==> src/rtl/asip_pkg.sv <==
// Shared constants and types for the ASIP writeback sinks.
// The audio serializer's frame geometry and FSM states are defined here.
package asip_pkg;

    localparam int DATA_W = 24;
    localparam int REG_W = 6;
    localparam logic [REG_W-1:0] OUT_REG = 6'd63;
    localparam int FRAME_BITS = 48;

    typedef enum logic {
        IDLE = 1'b0,
        RUN  = 1'b1
    } serState_e;

endpackage

==> src/rtl/sample_fifo.sv <==
// Synchronous sample FIFO. rdData is registered on pop and returns zero when
// a pop finds the FIFO empty, so the consumer sees a silent sample.
module sample_fifo #(
    parameter int DATA_W = 24,
    parameter int DEPTH  = 8
) (
    input  logic                     clk,
    input  logic                     reset,
    input  logic                     push,
    input  logic                     pop,
    input  logic [DATA_W-1:0]        wrData,
    output logic [DATA_W-1:0]        rdData,
    output logic [DATA_W-1:0]        headData,
    output logic                     full,
    output logic                     empty,
    output logic [$clog2(DEPTH):0]   count
);

    localparam int AW    = $clog2(DEPTH);
    localparam int CNT_W = AW + 1;

    logic [DATA_W-1:0] mem [DEPTH];
    logic [AW-1:0]     wrPtr;
    logic [AW-1:0]     rdPtr;
    logic              pushEff;
    logic              popEff;

    assign full     = (count == CNT_W'(DEPTH));
    assign empty    = (count == '0);
    assign popEff   = pop && !empty;
    // A push into a full FIFO still lands when the same cycle frees a slot.
    assign pushEff  = push && (!full || popEff);
    assign headData = mem[rdPtr];

    always_ff @(posedge clk) begin
        if (pushEff) begin
            mem[wrPtr] <= wrData;
        end
    end

    always_ff @(posedge clk) begin
        if (reset) begin
            wrPtr  <= '0;
            rdPtr  <= '0;
            count  <= '0;
            rdData <= '0;
        end else begin
            if (pushEff) begin
                wrPtr <= wrPtr + 1'b1;
            end
            if (popEff) begin
                rdPtr  <= rdPtr + 1'b1;
                rdData <= mem[rdPtr];
            end else if (pop) begin
                rdData <= '0;
            end
            case ({pushEff, popEff})
                2'b10:   count <= count + 1'b1;
                2'b01:   count <= count - 1'b1;
                default: count <= count;
            endcase
        end
    end

endmodule

==> src/rtl/audio_out_serializer.sv <==
// Captures writebacks to the audio register and plays them out as a
// left-justified stereo stream, mono sample duplicated on both slots.
//
// state | meaning
// IDLE  | link quiet, bclk/lrclk/sdata held low, divider cleared
// RUN   | serializing 48-slot frames back to back
module audio_out_serializer
    import asip_pkg::*;
#(
    parameter int                DATA_W     = asip_pkg::DATA_W,
    parameter int                REG_W      = asip_pkg::REG_W,
    parameter logic [REG_W-1:0]  OUT_REG    = asip_pkg::OUT_REG,
    parameter int                FIFO_DEPTH = 8,
    parameter int                BCLK_DIV   = 4
) (
    input  logic                          clk,
    input  logic                          reset,
    input  logic                          wb_valid,
    input  logic [REG_W-1:0]              wb_reg,
    input  logic [DATA_W-1:0]             wb_data,
    input  logic                          en,
    input  logic                          clr_flags,
    output logic                          bclk,
    output logic                          lrclk,
    output logic                          sdata,
    output logic [$clog2(FIFO_DEPTH):0]   fifo_count,
    output logic                          overflow,
    output logic                          underflow,
    output logic                          busy
);

    localparam int                 DIV_W     = $clog2(BCLK_DIV);
    localparam int                 SLOT_W    = $clog2(FRAME_BITS);
    localparam logic [DIV_W-1:0]   DIV_LAST  = DIV_W'(BCLK_DIV - 1);
    localparam logic [SLOT_W-1:0]  SLOT_LAST = SLOT_W'(FRAME_BITS - 1);
    localparam logic [SLOT_W-1:0]  SLOT_HALF = SLOT_W'(FRAME_BITS / 2 - 1);

    serState_e          state;
    serState_e          nextState;
    logic               pushReq;
    logic               popReq;
    logic               startFrame;
    logic               stopFrame;
    logic               fallEdge;
    logic               frameEnd;
    logic               fifoFull;
    logic               fifoEmpty;
    logic               ovfEvent;
    logic               udfEvent;
    logic [DATA_W-1:0]  headData;
    logic [DATA_W-1:0]  heldSample;
    logic [DATA_W-1:0]  loadVal;
    logic [DATA_W-2:0]  shiftReg;
    logic [DIV_W-1:0]   divCnt;
    logic [SLOT_W-1:0]  slotCnt;

    sample_fifo #(
        .DATA_W (DATA_W),
        .DEPTH  (FIFO_DEPTH)
    ) u_fifo (
        .clk      (clk),
        .reset    (reset),
        .push     (pushReq),
        .pop      (popReq),
        .wrData   (wb_data),
        .rdData   (heldSample),
        .headData (headData),
        .full     (fifoFull),
        .empty    (fifoEmpty),
        .count    (fifo_count)
    );

    assign pushReq  = wb_valid && (wb_reg == OUT_REG);
    assign fallEdge = (state == RUN) && (divCnt == DIV_LAST) && bclk;
    assign frameEnd = fallEdge && (slotCnt == SLOT_LAST);
    assign loadVal  = fifoEmpty ? '0 : headData;
    assign ovfEvent = pushReq && fifoFull && !popReq;
    assign udfEvent = (state == RUN) && startFrame && fifoEmpty;

    always_ff @(posedge clk) begin
        if (reset) begin
            state <= IDLE;
            busy  <= 1'b0;
        end else begin
            state <= nextState;
            busy  <= (nextState == RUN);
        end
    end

    always_comb begin
        nextState  = state;
        popReq     = 1'b0;
        startFrame = 1'b0;
        stopFrame  = 1'b0;
        case (state)
            IDLE: begin
                if (en && !fifoEmpty) begin
                    nextState  = RUN;
                    popReq     = 1'b1;
                    startFrame = 1'b1;
                end
            end
            RUN: begin
                if (frameEnd) begin
                    if (en) begin
                        // Pop even when empty: the FIFO hands back zero for the hold register.
                        popReq     = 1'b1;
                        startFrame = 1'b1;
                    end else begin
                        nextState  = IDLE;
                        stopFrame  = 1'b1;
                    end
                end
            end
            default: nextState = IDLE;
        endcase
    end

    always_ff @(posedge clk) begin
        if (reset || stopFrame) begin
            divCnt   <= '0;
            slotCnt  <= '0;
            shiftReg <= '0;
            bclk     <= 1'b0;
            lrclk    <= 1'b0;
            sdata    <= 1'b0;
        end else if (startFrame) begin
            divCnt   <= '0;
            slotCnt  <= '0;
            shiftReg <= loadVal[DATA_W-2:0];
            bclk     <= 1'b0;
            lrclk    <= 1'b0;
            sdata    <= loadVal[DATA_W-1];
        end else if (state == RUN) begin
            if (divCnt == DIV_LAST) begin
                divCnt <= '0;
                bclk   <= ~bclk;
                if (bclk) begin
                    slotCnt <= slotCnt + 1'b1;
                    if (slotCnt == SLOT_HALF) begin
                        shiftReg <= heldSample[DATA_W-2:0];
                        sdata    <= heldSample[DATA_W-1];
                        lrclk    <= 1'b1;
                    end else begin
                        shiftReg <= {shiftReg[DATA_W-3:0], 1'b0};
                        sdata    <= shiftReg[DATA_W-2];
                    end
                end
            end else begin
                divCnt <= divCnt + 1'b1;
            end
        end
    end

    always_ff @(posedge clk) begin
        if (reset) begin
            overflow  <= 1'b0;
            underflow <= 1'b0;
        end else begin
            if (ovfEvent) begin
                overflow <= 1'b1;
            end else if (clr_flags) begin
                overflow <= 1'b0;
            end
            if (udfEvent) begin
                underflow <= 1'b1;
            end else if (clr_flags) begin
                underflow <= 1'b0;
            end
        end
    end

endmodule

==> config.mk <==
export PLATFORM = sky130hd
export DESIGN_NAME = audio_out_serializer
export DESIGN_NICKNAME = d
export VERILOG_FILES = /design/src/rtl/asip_pkg.sv /design/src/rtl/sample_fifo.sv /design/src/rtl/audio_out_serializer.sv
export SDC_FILE = /design/constraint.sdc
export NUM_CORES = 1
export LEC_CHECK = 0
export ABC_AREA = 1
export BUFFER_PORTS_ARGS = -buffer_cell sky130_fd_sc_hd__buf_4
export CORE_MARGIN = 2
export CORE_UTILIZATION = 35
export CTS_CLUSTER_DIAMETER = 60
export CTS_CLUSTER_SIZE = 8
export DETAILED_ROUTE_END_ITERATION = 16
export HOLD_SLACK_MARGIN = 0.03
export MAX_ROUTING_LAYER = met4
export PLACE_DENSITY = 0.57
export RECOVER_POWER = 50
export SLEW_MARGIN = 20
export SYNTH_ARGS = -nofsm -noshare
export SYNTH_HDL_FRONTEND = slang
export SYNTH_SLANG_ARGS = --single-unit
export TNS_END_PERCENT = 1
==> constraint.sdc <==
create_clock -name clk -period 3 [get_ports clk]
set_input_delay 0.6 -clock clk [delete_from_list [all_inputs] [get_ports clk]]
set_output_delay 0.6 -clock clk [all_outputs]
set_load 0.02 [all_outputs]
Yosys cells after proc, flatten, opt, wreduce, memory -nomap -nowiden --
Memory sizes are Yosys's and may differ from the RTL's. A register that Yosys moved wholly into a read port is not among the register bits. Cells that the tools add are included.
Storage, ports and cells: latch bits 0, output and inout port bits 10, memories 1, flip-flop bits (word level) 71, bits of input ports 35, bits in writable memories 192, ROM bits 0, word-level logic and storage cells 89
Memory list:
- u_fifo.mem | words 8, width 24, read ports 1, clocked after Yosys merged registers in 1, wr ports 1, line sample_fifo.sv:22 | logic [DATA_W-1:0] mem [DEPTH];
Cells by class: reduce and logical (&&, ||, !) cells 29, divide/modulo/power cells 0, $add $sub $neg 6, $lt $le $gt $ge 0, bitwise logic cells 2, mux-type cells 31, $mul 0, equal/unequal tests 7, shift operators 0
Operators by type and width (count):
- $mux 23 | 5
- $mux 24 | 3
- $mux 1 | 17
- $reduce_bool 2->1 | 7
- $eq 6x6->1 const B | 2
- $logic_and 1x1->1 | 11
- $pmux 4 s2 | 1
- $add 3x1->3 const B | 2
- $add 6x1->6 const B | 1
- $eq 6x5->1 const B | 1
- $mux 3 | 2
- $reduce_and 3->1 | 2
- $add 4x1->4 const B | 1
- $eq 2x2->1 const B | 2
- $eq 4x4->1 const B | 1
- $logic_not 4->1 | 1
- $pmux 1 s2 | 2
- $reduce_and 4->1 | 1
- $sub 4x1->4 const B | 1
- $logic_not 1->1 | 3
- $add 2x1->2 const B | 1
- $eq 2x1->1 const B | 1
- $logic_or 1x1->1 | 2
- $mux 2 | 1
- 3 further kinds | 4

Longest topological paths before layout --
depth after elaboration 11, gate-level depth with buffers 16, depth with buffers taken out 15

Modules after synthesis --
Synthesis repeated with hierarchy kept, for this count alone.
Second synthesis, totals: cell total of the unflattened synthesis 1304, area, all modules 11815.1 µm²
Modules (own cells, without submodules):
- sample_fifo | cells each 887, times used 1, seq. area each 6506.2 µm², area each 9416.5 µm²
- audio_out_serializer | cells each 417, times used 1, seq. area each 740.7 µm², area each 2398.6 µm²

Least setup slack after synthesis --
Ideal clock, no wire load.
path kind reg2reg, start register state, end memory u_fifo.mem[0][0], enable pin, required time 2595 ps, cell stages (with the launch flop) 8, slack 145 ps, path buffers 0, arrival time 2451 ps, setup time 405 ps, period minus slack after synthesis 2855 ps, cell sequence dfxtp_1 > nand3_2 > nor2_4 > nand3_2 > nand3_1 > nand2_1 > or2_1 > nor2_1
Between the ends: word-level cells in the longest chain between the ends 10, elaborated cells on any way between the ends 11, those cells by class 4 x mux; 1 x bitwise; 6 x reduce/logical
Ends and longest elaborated chain:
- from (decl) | line audio_out_serializer.sv:38 | serState_e state;
- from (signal assigned) | line audio_out_serializer.sv:85 | state <= nextState;
- $logic_and 1x1->1 (2 in a row) | line audio_out_serializer.sv:74 | assign fallEdge = (state == RUN) && (divCnt == DIV_LAST) && bclk;
- $logic_and 1x1->1 | line audio_out_serializer.sv:75 | assign frameEnd = fallEdge && (slotCnt == SLOT_LAST);
- $mux 1 | line audio_out_serializer.sv:104 | if (frameEnd) begin
- $pmux 1 s2 * | line audio_out_serializer.sv:95 | case (state)
- $logic_and 1x1->1 * | line sample_fifo.sv:30 | assign popEff = pop && !empty;
- $logic_or 1x1->1 * | line sample_fifo.sv:32 | assign pushEff = push && (!full || popEff);
- $logic_and 1x1->1 * | line sample_fifo.sv:32
- $mux 1 * | line sample_fifo.sv:36 | if (pushEff) begin
- $mux 1 (not written as such) * | line sample_fifo.sv:37 | mem[wrPtr] <= wrData;
- to (decl) | line sample_fifo.sv:22
Every way passes the cells marked *; elsewhere a longest branch is shown, timed or not.

Worst setup path in the final report --
start register slotCnt[0], end register u_fifo.count[2]
Between the ends: word-level cells in the longest chain between the ends 9, elaborated cells on any way between the ends 11, those cells by class 3 x eq/ne; 3 x mux; 5 x reduce/logical
Ends and longest elaborated chain:
- from (decl) | line audio_out_serializer.sv:55 | logic [SLOT_W-1:0] slotCnt;
- from (signal assigned) | line audio_out_serializer.sv:139 | slotCnt <= slotCnt + 1'b1;
- $eq 6x6->1 * | line audio_out_serializer.sv:75
- $logic_and 1x1->1 * | line audio_out_serializer.sv:75
- $mux 1 * | line audio_out_serializer.sv:104
- $pmux 1 s2 * | line audio_out_serializer.sv:95
- $logic_and 1x1->1 * | line sample_fifo.sv:30
- $logic_or 1x1->1 | line sample_fifo.sv:32
- $logic_and 1x1->1 | line sample_fifo.sv:32
- $eq 2x1->1 or $eq 2x2->1 (tied branches) | line sample_fifo.sv:57 | case ({pushEff, popEff})
- $pmux 4 s2 or $reduce_bool 2->1 (tied branches)
- to (signal assigned) | line sample_fifo.sv:58 | 2'b10: count <= count + 1'b1;
- to (signal assigned) | line sample_fifo.sv:59 | 2'b01: count <= count - 1'b1;
- to (signal assigned) | line sample_fifo.sv:60 | default: count <= count;
- to (decl) | line sample_fifo.sv:16 | output logic [$clog2(DEPTH):0] count
Marks and branches as above. A chain may end at the register's enable or synchronous reset.

==> impl_results.md <==
* Number of synthesized flops with an enable pin at 192
* Syn Inst Count at ~1100
* Total Wirelength at 23.98 mm
* Layout area overhead at 15.93%
* HP Class: primary input to flip-flop
* Number of max-cap violations at 0
* Final period util at 90.48%
* Seq/Total Area, Yosys at 66.29%
* Placeable Area at 30670 sq um
* Nets at 1173
* Syn_area_per_cell at 10.09 sq um
* Postcts setup bufs at 0
* Worst Tran Pin Value at a little under 1 ns
* Asr flop ratio synth at 0%
* CTS Sinks at 266
* IO Port Bufs at 44
* Wire length on met3 at around 1.3 mm
* Worst setup EP type: flip-flop
* Antenna Nets Post-Route at 0
* Synth cell types at 31
* Hold Path Sink: state
* Worst reg2reg path endpoint: u_fifo.count[2]
* Ys Warns at 0
* Hold Crit Start: en
* CP Launch Point: slotCnt[0]
* Netlist Area Pre-Place at roughly 11000 sq um
* Worst r2r src: slotCnt[0]
* Drc violations at 0
* Dpl cells at 1486
* Critical path arrival at around 3.1 ns
* # rows at 64
* Final Power at 8.004 mW
* Worst-path maximum fanout at 27
* Required @ worst endpoint at 3.41 ns
* Min Tclk post-route at between 2 and 3 ns
* 1st-iter DRT viols at between 500 and 600
* Vert. Die Dim at 180.7 microns
* Grt total ovfl at 0
* Finished Cell Area at 12670 sq um
* Startpoint Class: flip-flop
* Largest net degree at the start of global routing at 97
* Clock transition at the registers of the reported paths at 0.05 ns
* M1 WL at 11.60 mm
* CTS Buf Count at 39
* Clock skew at 0.01243 ns
* Max IR drop VDD at 349.0 uV
* Cell leakage power at 4.660 nW
* RSZ-0062 raised after global routing: no
* Hold Buf Count CTS at 0
* Final Hold Fails at 0
* Seq cells post-synth at 266
* Max-slew headroom at around 34%
* Worst-Skew Late Latency at between 0.5 and 0.6 ns
* Reg-to-reg slack, setup at 0.29 ns
* WL/cell at 15.61 microns
* Layout Cells excl Fill at 1536
* Max-slew violations at 0
* Register Area at 7251 sq um
* Reg2reg path depth at 14
* Area after DPL at 11730 sq um
* Initial Util at 35.64%
* First-pass GRT wire length at approximately 38 mm
* H-Tree Depth at 2
* Top post-synthesis cells by area: edfxtp_1 (53%), dfxtp_1 (14%), nand2_1 (7.5%)
* Antenna diode count at 0
* DR pass1 iterations at 5
* Vias in the first global route at 7016
* Via-to-Cell Ratio at ~4.9
* CTS tree: built
* Outcome: finished, final reports clean
* Fmax at 368.4 MHz
* Syn nets at 1125
* Sum Neg Setup Slack at 0 ns
* Total GRT Usage at 14.93%
* Largest area contributor in the netlist: edfxtp_1
* Clock Tree Root: clkbuf_16
* GPL Wtd Cong at between 0.7 and 0.8
* Yosys top cell area share at 52.74%
* Chip width at 180.7 microns
* Top_reg_cell synth: edfxtp_1
* # IOs at 45
* Vias after detailed routing at 7513
* Clk buf depth at 3
* Footprint of the multi-input gates at 3194 sq um
* Setup WS post-layout at 0.2855 ns
* Post-CTS Resized at 0
* Dpl ws at 0.3366 ns
* Final HPWL DP at 13.41 mm
* # setup viols final at 0
* Top Layer Used: met4
* Initial antenna violation count at 0
* Layout cell share with drive strength beyond 1 at 9.561%
* Critical path class: flip-flop to flip-flop
* Layout filler cell count at 2940
* Hold depth at 3
* Met2 WL at 10.59 mm
* Commonest cells post-synth: nand2_1 (218), edfxtp_1 (192), nor2_1 (170)
* Power per cell area at 631.5 nW/um^2
* Count leader, synth: nand2_1
* Die ar. at 32660 sq um
## cell families (layout without fill, tap and decap cells)
family                   count (synthesis)  in the layout  synth area share (%)
AO/OA/AOI/OAI                          252            252                 11.57
XOR/XNOR                                 9              9                0.7211
adder cells (fa/ha/maj)                  7              7                0.8012
buffers and inverters                  115            172                 4.624
flip-flops                             266            266                 66.29
AND/OR/NAND/NOR                        434            434                 15.99
## power by group
group / total, mW / internal, mW / switching, mW
Clock: 3.94 / 2.43 / 1.52
Combinational: 0.107 / 0.0277 / 0.0797
Sequential: 3.95 / 3.95 / 0.00283
## placed cells by master (no fill, tap or decap)
master     synthesis  routed
a21oi_1           62      62
a2bb2oi_1          1       1
buf_12             1       6
buf_4              3      24
bufinv_16          0       1
clkbuf_1          22      41
clkbuf_16          0      39
clkbuf_2           2       1
dfxtp_1           74      73
dfxtp_4            0       1
edfxtp_1         192     192
ha_1               7       7
inv_1             52      52
inv_16             0       2
inv_2              4       4
inv_6              1       2
nand2_1          218     218
nand2_2           11      11
nand2_4            2       2
nand3_1           18      18
nand3_2            4       4
nand4_1            3       3
nor2_1           170     162
nor2_2             1      10
nor3_1             3       3
o21ai_0          160     160
o21ai_1           29      29
or2_1              1       1
or2_2              2       2
xnor2_1            1       1
xor2_1             8       8
## registers in the layout (all words and copies together), names as in the netlist, named ones only
name           flops
state              1
u_fifo.mem       192
overflow           1
bclk               1
u_fifo.rdPtr       3
sdata              1
divCnt             2
u_fifo.count       4
slotCnt            6
shiftReg          23
u_fifo.wrPtr       3
lrclk              1
underflow          1
u_fifo.rdData     24
## through the flow
stage | hold slack, ns | util (%)
6_report | 0.3683 | 41.32
5_1_grt | 0.3722 | 41.32
4_1_cts | 0.2858 | 41.77
3_5_place_dp | 0.4555 | 38.25
3_3_place_gp | 0.4524 | 38.25
2_1_floorplan | 0.4441 | -
## layer usage
metal	GRT usage (%)	vias up
met5	-	-
met4	4.710	0
met3	2.802	47
met2	22.28	189
met1	20.63	3533
li1	-	3744
## worst max path at each step
stage                       endpoint  slack (ns)  cells after the start
finish               u_fifo.count[2]        0.29                     14
global route         u_fifo.count[2]        0.06                     14
CTS                  u_fifo.count[2]        0.29                     14
detailed placement   u_fifo.count[2]        0.34                     14
global placement     u_fifo.count[2]        0.43                     14
floorplan           u_fifo.mem[0][0]        0.14                      7
## worst max-delay path, cell delays in order, from the launching register on
cell and delay, ns:
dfxtp_1 0.37, ha_1 0.21, nand3_1 0.12, nor2_1 0.19, nand3_2 0.16, nand2_4 0.13, nand2_4 0.08, inv_6 0.23
ha_1 0.27, xor2_1 0.25, ha_1 0.19, a21oi_1 0.05, xnor2_1 0.13, o21ai_0 0.16, inv_1 0.05
## cell type report
type	count	area share, %
sequential	266	57.21
multi-input combinational	702	25.20
clock buffer	46	7.908
tap	396	3.910
timing repair buffer	65	3.416
inverter	57	1.728
clock inverter	4	0.6220
Note: power is estimated with default switching activity, not from simulation.
